[src/rtl/fetch_redirect_unit.sv]
// Fetch next-PC generator with D/E prediction tracking and E-stage branch resolution.
// Optional performance counters are built only when BP_PERF_COUNTERS_EN is defined.
module fetch_redirect_unit #(
    parameter logic [31:0] RESET_PC = 32'h0000_0000
) (
    input  logic        clk,
    input  logic        rst,
    input  logic        stall,
    input  logic        hit_F,
    input  logic [31:0] target_F,
    input  logic        is_branch_E,
    input  logic        taken_E,
    input  logic [31:0] target_actual_E,
    output logic [31:0] PC_F,
    output logic        flush,
    output logic        update_en,
    output logic [31:0] PC_E,
    output logic [31:0] target_E,
    output logic [31:0] branch_count,
    output logic [31:0] mispredict_count
);

    logic [31:0] pc_f_reg, pc_f_next;

    logic        valid_d_reg, pred_taken_d_reg;
    logic [31:0] pc_d_reg, pred_target_d_reg;

    logic        valid_e_reg, pred_taken_e_reg;
    logic [31:0] pc_e_reg, pred_target_e_reg;

    logic        resolve;
    logic        mispredict;
    logic [31:0] redirect_pc;

    always_comb begin
        resolve     = valid_e_reg && is_branch_E;
        mispredict  = 1'b0;
        redirect_pc = pc_e_reg + 32'd4;
        if (resolve) begin
            mispredict = (taken_E != pred_taken_e_reg) ||
                         (taken_E && pred_taken_e_reg && (target_actual_E != pred_target_e_reg));
            if (taken_E) begin
                redirect_pc = target_actual_E;
            end
        end else if (valid_e_reg && pred_taken_e_reg) begin
            // A non-branch predicted taken means the BTB entry aliased; fall through.
            mispredict = 1'b1;
        end
    end

    always_comb begin
        pc_f_next = pc_f_reg + 32'd4;
        if (mispredict) begin
            pc_f_next = redirect_pc;
        end else if (stall) begin
            pc_f_next = pc_f_reg;
        end else if (hit_F) begin
            pc_f_next = target_F;
        end
    end

    always_ff @(posedge clk or posedge rst) begin
        if (rst) begin
            pc_f_reg          <= RESET_PC;
            valid_d_reg       <= 1'b0;
            pc_d_reg          <= 32'd0;
            pred_taken_d_reg  <= 1'b0;
            pred_target_d_reg <= 32'd0;
            valid_e_reg       <= 1'b0;
            pc_e_reg          <= 32'd0;
            pred_taken_e_reg  <= 1'b0;
            pred_target_e_reg <= 32'd0;
        end else begin
            pc_f_reg <= pc_f_next;

            if (mispredict) begin
                valid_d_reg <= 1'b0;
            end else if (!stall) begin
                valid_d_reg       <= 1'b1;
                pc_d_reg          <= pc_f_reg;
                pred_taken_d_reg  <= hit_F;
                pred_target_d_reg <= target_F;
            end

            // Payload always advances; only the valid bit encodes bubbles.
            valid_e_reg       <= valid_d_reg && !mispredict && !stall;
            pc_e_reg          <= pc_d_reg;
            pred_taken_e_reg  <= pred_taken_d_reg;
            pred_target_e_reg <= pred_target_d_reg;
        end
    end

    assign PC_F      = pc_f_reg;
    assign flush     = mispredict;
    assign update_en = resolve && taken_E;
    assign PC_E      = pc_e_reg;
    assign target_E  = target_actual_E;

`ifdef BP_PERF_COUNTERS_EN
    logic [1:0] cnt_inc;
    assign cnt_inc = {mispredict, resolve};

    generate
        for (genvar gi = 0; gi < 2; gi++) begin : g_cnt
            logic [31:0] count_reg;
            always_ff @(posedge clk or posedge rst) begin
                if (rst) begin
                    count_reg <= 32'd0;
                end else if (cnt_inc[gi] && (count_reg != 32'hFFFF_FFFF)) begin
                    count_reg <= count_reg + 32'd1;
                end
            end
        end
    endgenerate

    assign branch_count     = g_cnt[0].count_reg;
    assign mispredict_count = g_cnt[1].count_reg;
`else
    assign branch_count     = 32'd0;
    assign mispredict_count = 32'd0;
`endif

endmodule
[config.mk]
export PLATFORM = sky130hd
export DESIGN_NAME = fetch_redirect_unit
export DESIGN_NICKNAME = d
export VERILOG_FILES = /design/src/rtl/fetch_redirect_unit.sv
export SDC_FILE = /design/constraint.sdc
export NUM_CORES = 1
export LEC_CHECK = 0
export CAP_MARGIN = 15
export CORE_MARGIN = 2
export CORE_UTILIZATION = 49
export CTS_CLUSTER_DIAMETER = 120
export CTS_CLUSTER_SIZE = 10
export DETAILED_ROUTE_END_ITERATION = 8
export PLACE_DENSITY = 0.81
export SLEW_MARGIN = 10
export SYNTH_ARGS = -nofsm -noshare
export SYNTH_HDL_FRONTEND = slang
export SYNTH_SLANG_ARGS = --single-unit
[constraint.sdc]
create_clock -name clk -period 6.45 [get_ports clk]
set_clock_uncertainty 0.15 [all_clocks]
set_input_delay 1.29 -clock clk [delete_from_list [all_inputs] [get_ports clk]]
set_output_delay 1.29 -clock clk [all_outputs]
set_load 0.02 [all_outputs]
==> results of run 1 <==
==> worst max path at each step <==
stage,startpoint,to,slack (ns),depth (start not counted)
final,target_actual_E[5],flush,1.48,7
after global routing,target_actual_E[5],flush,1.36,7
after floorplan,rst,PC_E[0],0.58,1
after global placement,target_actual_E[5],flush,1.54,7
after CTS,target_actual_E[5],flush,1.48,7
after detailed placement,target_actual_E[5],flush,1.49,7
==> final cells by class <==
type | instances | area (um2) | share of cell area
clock buffers | 21 | 470 | 0.0447
clock inverters | 11 | 151 | 0.0144
inverters | 12 | 50.0 | 0.00475
multi-input cells | 515 | 3730 | 0.354
flip-flops and latches | 164 | 4100 | 0.390
well taps | 225 | 282 | 0.0267
repair buffers | 176 | 1750 | 0.166
==> power breakdown <==
group	leakage, nW	switching, mW	internal, mW
Combinational	2.19	0.904	0.884
Clock	0.303	0.414	0.641
Sequential	1.91	0.456	1.47
Total	4.40	1.77	2.99
==> cell families (layout without fill, tap and decap cells) <==
kind of cell               after synthesis  after routing
and+or+nand+nor                        171            171
DFF                                    164            164
buffers and inverters                  139            220
muxes                                  119            119
AOI/OAI and AO/OA                      101            101
xor gates and xnor gates                57             57
adders and majority gates                3              3
other                                    1             64
==> placed cells by master, fill, tap and decap left out, types with 17 or more instances in the layout <==
cell type and count:
xor2_1 42, a21oi_1 30, mux2i_1 39, nand3_1 28, dfrtp_1 164, nor2_1 33, clkdlybuf4s50_1 166, clkbuf_16 17
mux2_2 79, conb_1 64, nand2_1 32, o21ai_0 22
==> worst max-delay path: stages <==
cell and delay, ns:
clkdlybuf4s50_1 0.50, xor2_1 0.21, nor4_1 0.48, nand4_1 0.15, o21ai_1 0.23, nand2_2 0.12
clkdlybuf4s50_1 0.56
==> per-layer routing <==
metal,vias up,wire length (um),GRT usage
li1,2804,-,-
met1,3141,9200,0.328
met2,315,10600,0.390
met3,37,1730,0.0503
met4,0,439,0.0787
met5,-,0,0
==> through the flow <==
| step | instance area [um2] | util | cells |
|---|---|---|---|
| finish | 10500 | 0.613 | 1124 |
| global route | 10500 | 0.613 | 1124 |
| CTS | 10500 | 0.613 | 1124 |
| detailed placement | 9910 | 0.577 | 1092 |
| global placement | 9910 | 0.577 | 1092 |
| floorplan | 8810 | - | 818 |
==> metrics.md, run 1 <==
| Metric | Value |
|---|---|
| Overall Power | `4.77 mW` |
| Vias in the first global route | `~6,000` |
| Max clock buf depth | `2` |
| Synth Area in Simple Gates | `0.119` |
| CTS Hold Bufs | `0` |
| Seq/Total Area, Yosys | `0.479` |
| Post-Syn Instances | `between 700 and 800` |
| Main combinational cell family by area after synthesis | `multiplexers` |
| Detailed placer's ending HPWL | `approximately 15,000 um` |
| # fillers | `~1,400` |
| Row count | `48` |
| Final Hold Viols | `0` |
| Status | `finished clean` |
| Diode count | `0` |
| Clock sink count | `between 150 and 200` |
| Synth cell count leaders | `dfrtp_1 (164), buf_4 (98), mux2_2 (79)` |
| Hold EP | `PC_E[3]` |
| Post-synthesis mux area share | `0.151` |
| GPL Wtd Cong | `~0.86` |
| Yosys top cell area share | `0.479` |
| Via density | `5.60` |
| Peak supply drop | `approximately 230 uV` |
| Die Width | `136 um` |
| Reg2reg start | `pred_target_e_reg[28]` |
| Hold Path Stages | `0` |
| Async S/R FF share, synth | `1.00` |
| Initial antenna violation count | `0` |
| Sum Neg Setup Slack | `0 ns` |
| Initial Utilization | `0.499` |
| Global-route wire length before repair | `approximately 34,000 um` |
| Clock Latency Late Sink | `between 0.4 and 0.5 ns` |
| Die H | `136 um` |
| Crit path DAT | `~3.5 ns` |
| Total wire length | `~22,000 um` |
| PD cells | `between 400 and 500 mW/mm2` |
| Critical Path Start Type | `input port` |
| Maximum capacitance violations | `0` |
| Fmax | `0.201 GHz` |
| Area growth from synthesis to layout | `22.9%` |
| Post-synth EDFFs | `0` |
| Hold slack | `0.219 ns` |
| Setup ws final | `around 1.5 ns` |
| Dpl ws | `1.49 ns` |
| Reg2reg setup slack | `roughly 3.3 ns` |
| Clock-pin slew on the worst setup and hold paths | `approximately 0.06 ns` |
| DRC Markers | `0` |
| Crit path kind | `in2out` |
| Layout cells sized above 1 | `0.158` |
| Area leader, netlist | `dfrtp_1` |
| I/O Buffers | `roughly 170` |
| RSZ-0062 raised after global routing | `no` |
| Mapped Area | `roughly 0.0086 mm2` |
| Avg WL per Cell | `roughly 20 um` |
| Leak Pwr | `4.40 nW` |
| Adder-cell share of the synthesized area | `0.00438` |
| Iteration-0 DRC Markers | `490` |
| Largest net degree at the start of global routing | `81` |
| Yosys reg bits | `about 160` |
| Final period utilization | `0.771` |
| Area of the die | `approximately 0.019 mm2` |
| Nets | `959` |
| Critical Path Sink Type | `output pin` |
| Most used DFF post-synth | `dfrtp_1` |
| Worst-Margin Slew | `0.969 ns` |
| Post-CTS Resized | `0` |
| CTS tree | `done` |
| Max-slew violations | `0` |
| DR vias | `between 6,000 and 7,000` |
| Hold_sp | `pc_d_reg[3]` |
| HP Class | `reg2reg` |
| Ys Warns | `0` |
| Routed Antenna Nets | `0` |
| Worst Path Required | `5.01 ns` |
| Min Tclk post-route | `roughly 5.0 ns` |
| CP Max Fanout | `3` |
| Grt ovf | `0` |
| All-Layer GR Usage | `0.242` |
| Post-CTS Setup Bufs | `0` |
| CTS H-tree depth | `4` |
| Relative slew margins | `0.352` |
| Worst reg2reg path depth | `7` |
| # IOs | `approximately 230` |
| Most numerous cell in the Yosys netlist | `dfrtp_1` |
| Post-Synth XOR/XNOR Area | `0.0582` |
| Area fraction in compound gates after synthesis | `0.0746` |
| Final setup viols | `0` |
| Num CTS Buffers | `17` |
| Worst reg2reg path endpoint | `pred_target_d_reg[17]` |
| DRT Pass-1 Iters | `5` |
| Synth area leaders | `dfrtp_1 (48%), mux2_2 (10%), buf_4 (8.6%), mux2i_1 (4.6%), xor2_1 (4.3%)` |
| Syn avg cell area | `between 10 and 15 um2` |
| CTS Root Cell | `clkbuf_16` |
| Netlist cell types | `59` |
| Total core area | `roughly 0.017 mm2` |
Power figures use the tool's default switching activity.
==> run 2, diff against run 1 <==
--- a/config.mk
+++ b/config.mk
@@ -7,11 +7,11 @@
 export LEC_CHECK = 0
 export CAP_MARGIN = 15
 export CORE_MARGIN = 2
-export CORE_UTILIZATION = 49
+export CORE_UTILIZATION = 44
 export CTS_CLUSTER_DIAMETER = 120
 export CTS_CLUSTER_SIZE = 10
 export DETAILED_ROUTE_END_ITERATION = 8
-export PLACE_DENSITY = 0.81
+export PLACE_DENSITY = 0.77
 export SLEW_MARGIN = 10
 export SYNTH_ARGS = -nofsm -noshare
 export SYNTH_HDL_FRONTEND = slang
==> constraint.sdc (replaced) <==
create_clock -name clk -period 4.4 [get_ports clk]
set_clock_uncertainty 0.15 [all_clocks]
set_input_delay 0.88 -clock clk [delete_from_list [all_inputs] [get_ports clk]]
set_output_delay 0.88 -clock clk [all_outputs]
set_load 0.02 [all_outputs]
==> metrics.md, run 2 (same netlist as run 1, synthesis figures left out) <==
| Metric | Value |
|---|---|
| CP bufs+invs | `2` |
| Min Tclk post-route | `4.09 ns` |
| Sum Neg Setup Slack | `0 ns` |
| Initial Utilization | `0.445` |
| Fmax | `approximately 0.24 GHz` |
| Crit path DAT | `just over 3 ns` |
| # IOs | `232` |
| Total core area | `a little under 0.02 mm2` |
| Post-CTS Resized | `0` |
| CTS tree | `done` |
| Global-route wire length before repair | `33,800 um` |
| CP top delay family | `buffers and inverters` |
| HP Class | `reg2reg` |
| Routed Antenna Nets | `0` |
| DRC Markers | `0` |
| Critical Path Sink Type | `output pin` |
| Nets | `959` |
| Reg2reg start | `PC_E[2]` |
| DRT Pass-1 Iters | `5` |
| DR vias | `about 6,300` |
| Iteration-0 DRC Markers | `slightly above 500` |
| Final Hold Viols | `0` |
| Area growth from synthesis to layout | `23.8%` |
| Total wire length | `about 22,000 um` |
| Num CTS Buffers | `17` |
| Worst Path Required | `~3.4 ns` |
| Grt ovf | `0` |
| CTS H-tree depth | `4` |
| CTS Hold Bufs | `0` |
| CP max stage cell | `clkdlybuf4s50_1` |
| Largest stage delay, worst path | `between 0.5 and 0.6 ns` |
| Leak Pwr | `around 4.4 nW` |
| Die Width | `144 um` |
| Worst-Margin Slew | `0.998 ns` |
| Maximum capacitance violations | `0` |
| Final setup viols | `0` |
| Layout cells sized above 1 | `0.159` |
| Clock sink count | `164` |
| Row count | `~50` |
| CTS Root Cell | `clkbuf_16` |
| Worst-path cell chain | `clkdlybuf4s50_1, xor2_1, nor4_1, nand4_1, o21ai_1, nand2_2, clkdlybuf4s50_1` |
| All-Layer GR Usage | `0.220` |
| Peak supply drop | `approximately 320 uV` |
| RSZ-0062 raised after global routing | `no` |
| Avg WL per Cell | `roughly 19 um` |
| Hold_sp | `pc_d_reg[21]` |
| Status | `finished clean` |
| Final period utilization | `0.930` |
| Initial antenna violation count | `1` |
| Commonest non-fill, non-tap cell in the layout | `clkdlybuf4s50_1` |
| Most frequent cells in the layout | `clkdlybuf4s50_1 (166), dfrtp_1 (164), mux2_2 (79), conb_1 (64), xor2_1 (42)` |
| GPL Wtd Cong | `0.843` |
| I/O Buffers | `~170` |
| CP startpoint | `target_actual_E[3]` |
| PD cells | `~670 mW/mm2` |
| Relative slew margins | `0.335` |
| Critical Path Start Type | `input port` |
| Post-CTS Setup Bufs | `0` |
| Max clock buf depth | `2` |
| Worst path most repeated cell | `clkdlybuf4s50_1` |
| Clock-pin slew on the worst setup and hold paths | `0.06 ns` |
| Reg2reg setup slack | `1.66 ns` |
| Max-slew violations | `0` |
| Detailed placer's ending HPWL | `15,600 um` |
| Crit path kind | `in2out` |
| Clock Latency Late Sink | `0.44 ns` |
| Non-filler instance count after layout | `1,164` |
| Vias in the first global route | `around 6,000` |
| Via density | `approximately 5.4` |
| Area of the die | `just over 0.02 mm2` |
| CP Max Fanout | `3` |
| Diode count | `0` |
| Die H | `about 140 um` |
| Hold slack | `between 0.2 and 0.25 ns` |
| Placed insts | `about 1,100` |
| Largest net degree at the start of global routing | `about 170` |
## run 2: cell types whose count changed in the layout (fill, tap and decap cells not counted), sizes merged
cell	change
bufinv	+1
clkbuf	-4
clkinv	-6
clkinvlp	+2
inv	+7
## run 2: worst paths after layout
| kind | endpoint | cells past startpoint |
|---|---|---|
| max | flush | 7 |
| min | PC_E[21] | 0 |
| max reg2reg | PC_F[18] | 7 |
| min reg2reg | PC_E[21] | 0 |
| max in group asynchronous | pc_d_reg[21] | 3 |
| min in group asynchronous | pc_d_reg[14] | 3 |
## run 2: where the power goes
part	switching, mW	total [mW]	internal [mW]
logic	1.33	2.63	1.30
clock network	0.663	1.63	0.967
registers	0.679	2.83	2.15
## run 2: area by class of cell
class / count / area (um2)
clock buffer: 17 / 425
fill: 1644 / 8660
sequential: 164 / 4100
tap: 265 / 332
timing repair buffer: 176 / 1760
inverter: 12 / 48.8
clock inverter: 15 / 216
multi-input combinational: 515 / 3730
## run 2: per-stage QoR
stage | worst slack (ns) | util | total power [mW] | area, um2
CTS | 0.329 | 0.551 | 7.12 | 10600
floorplan | 1.29 | - | 4.35 | 8810
finish | 0.307 | 0.551 | 7.09 | 10600
global route | 0.238 | 0.551 | 7.45 | 10600
global placement | 0.312 | 0.518 | 5.39 | 9970
detailed placement | 0.331 | 0.518 | 5.47 | 9970
## run 2: per-layer routing
layer | track usage | up-vias | part of all wire
li1 | - | 2803 | -
met2 | 0.356 | 321 | 0.48
met4 | 0.0728 | 2 | 0.024
met5 | 0 | - | 0.00054
met1 | 0.294 | 3146 | 0.42
met3 | 0.0470 | 49 | 0.077
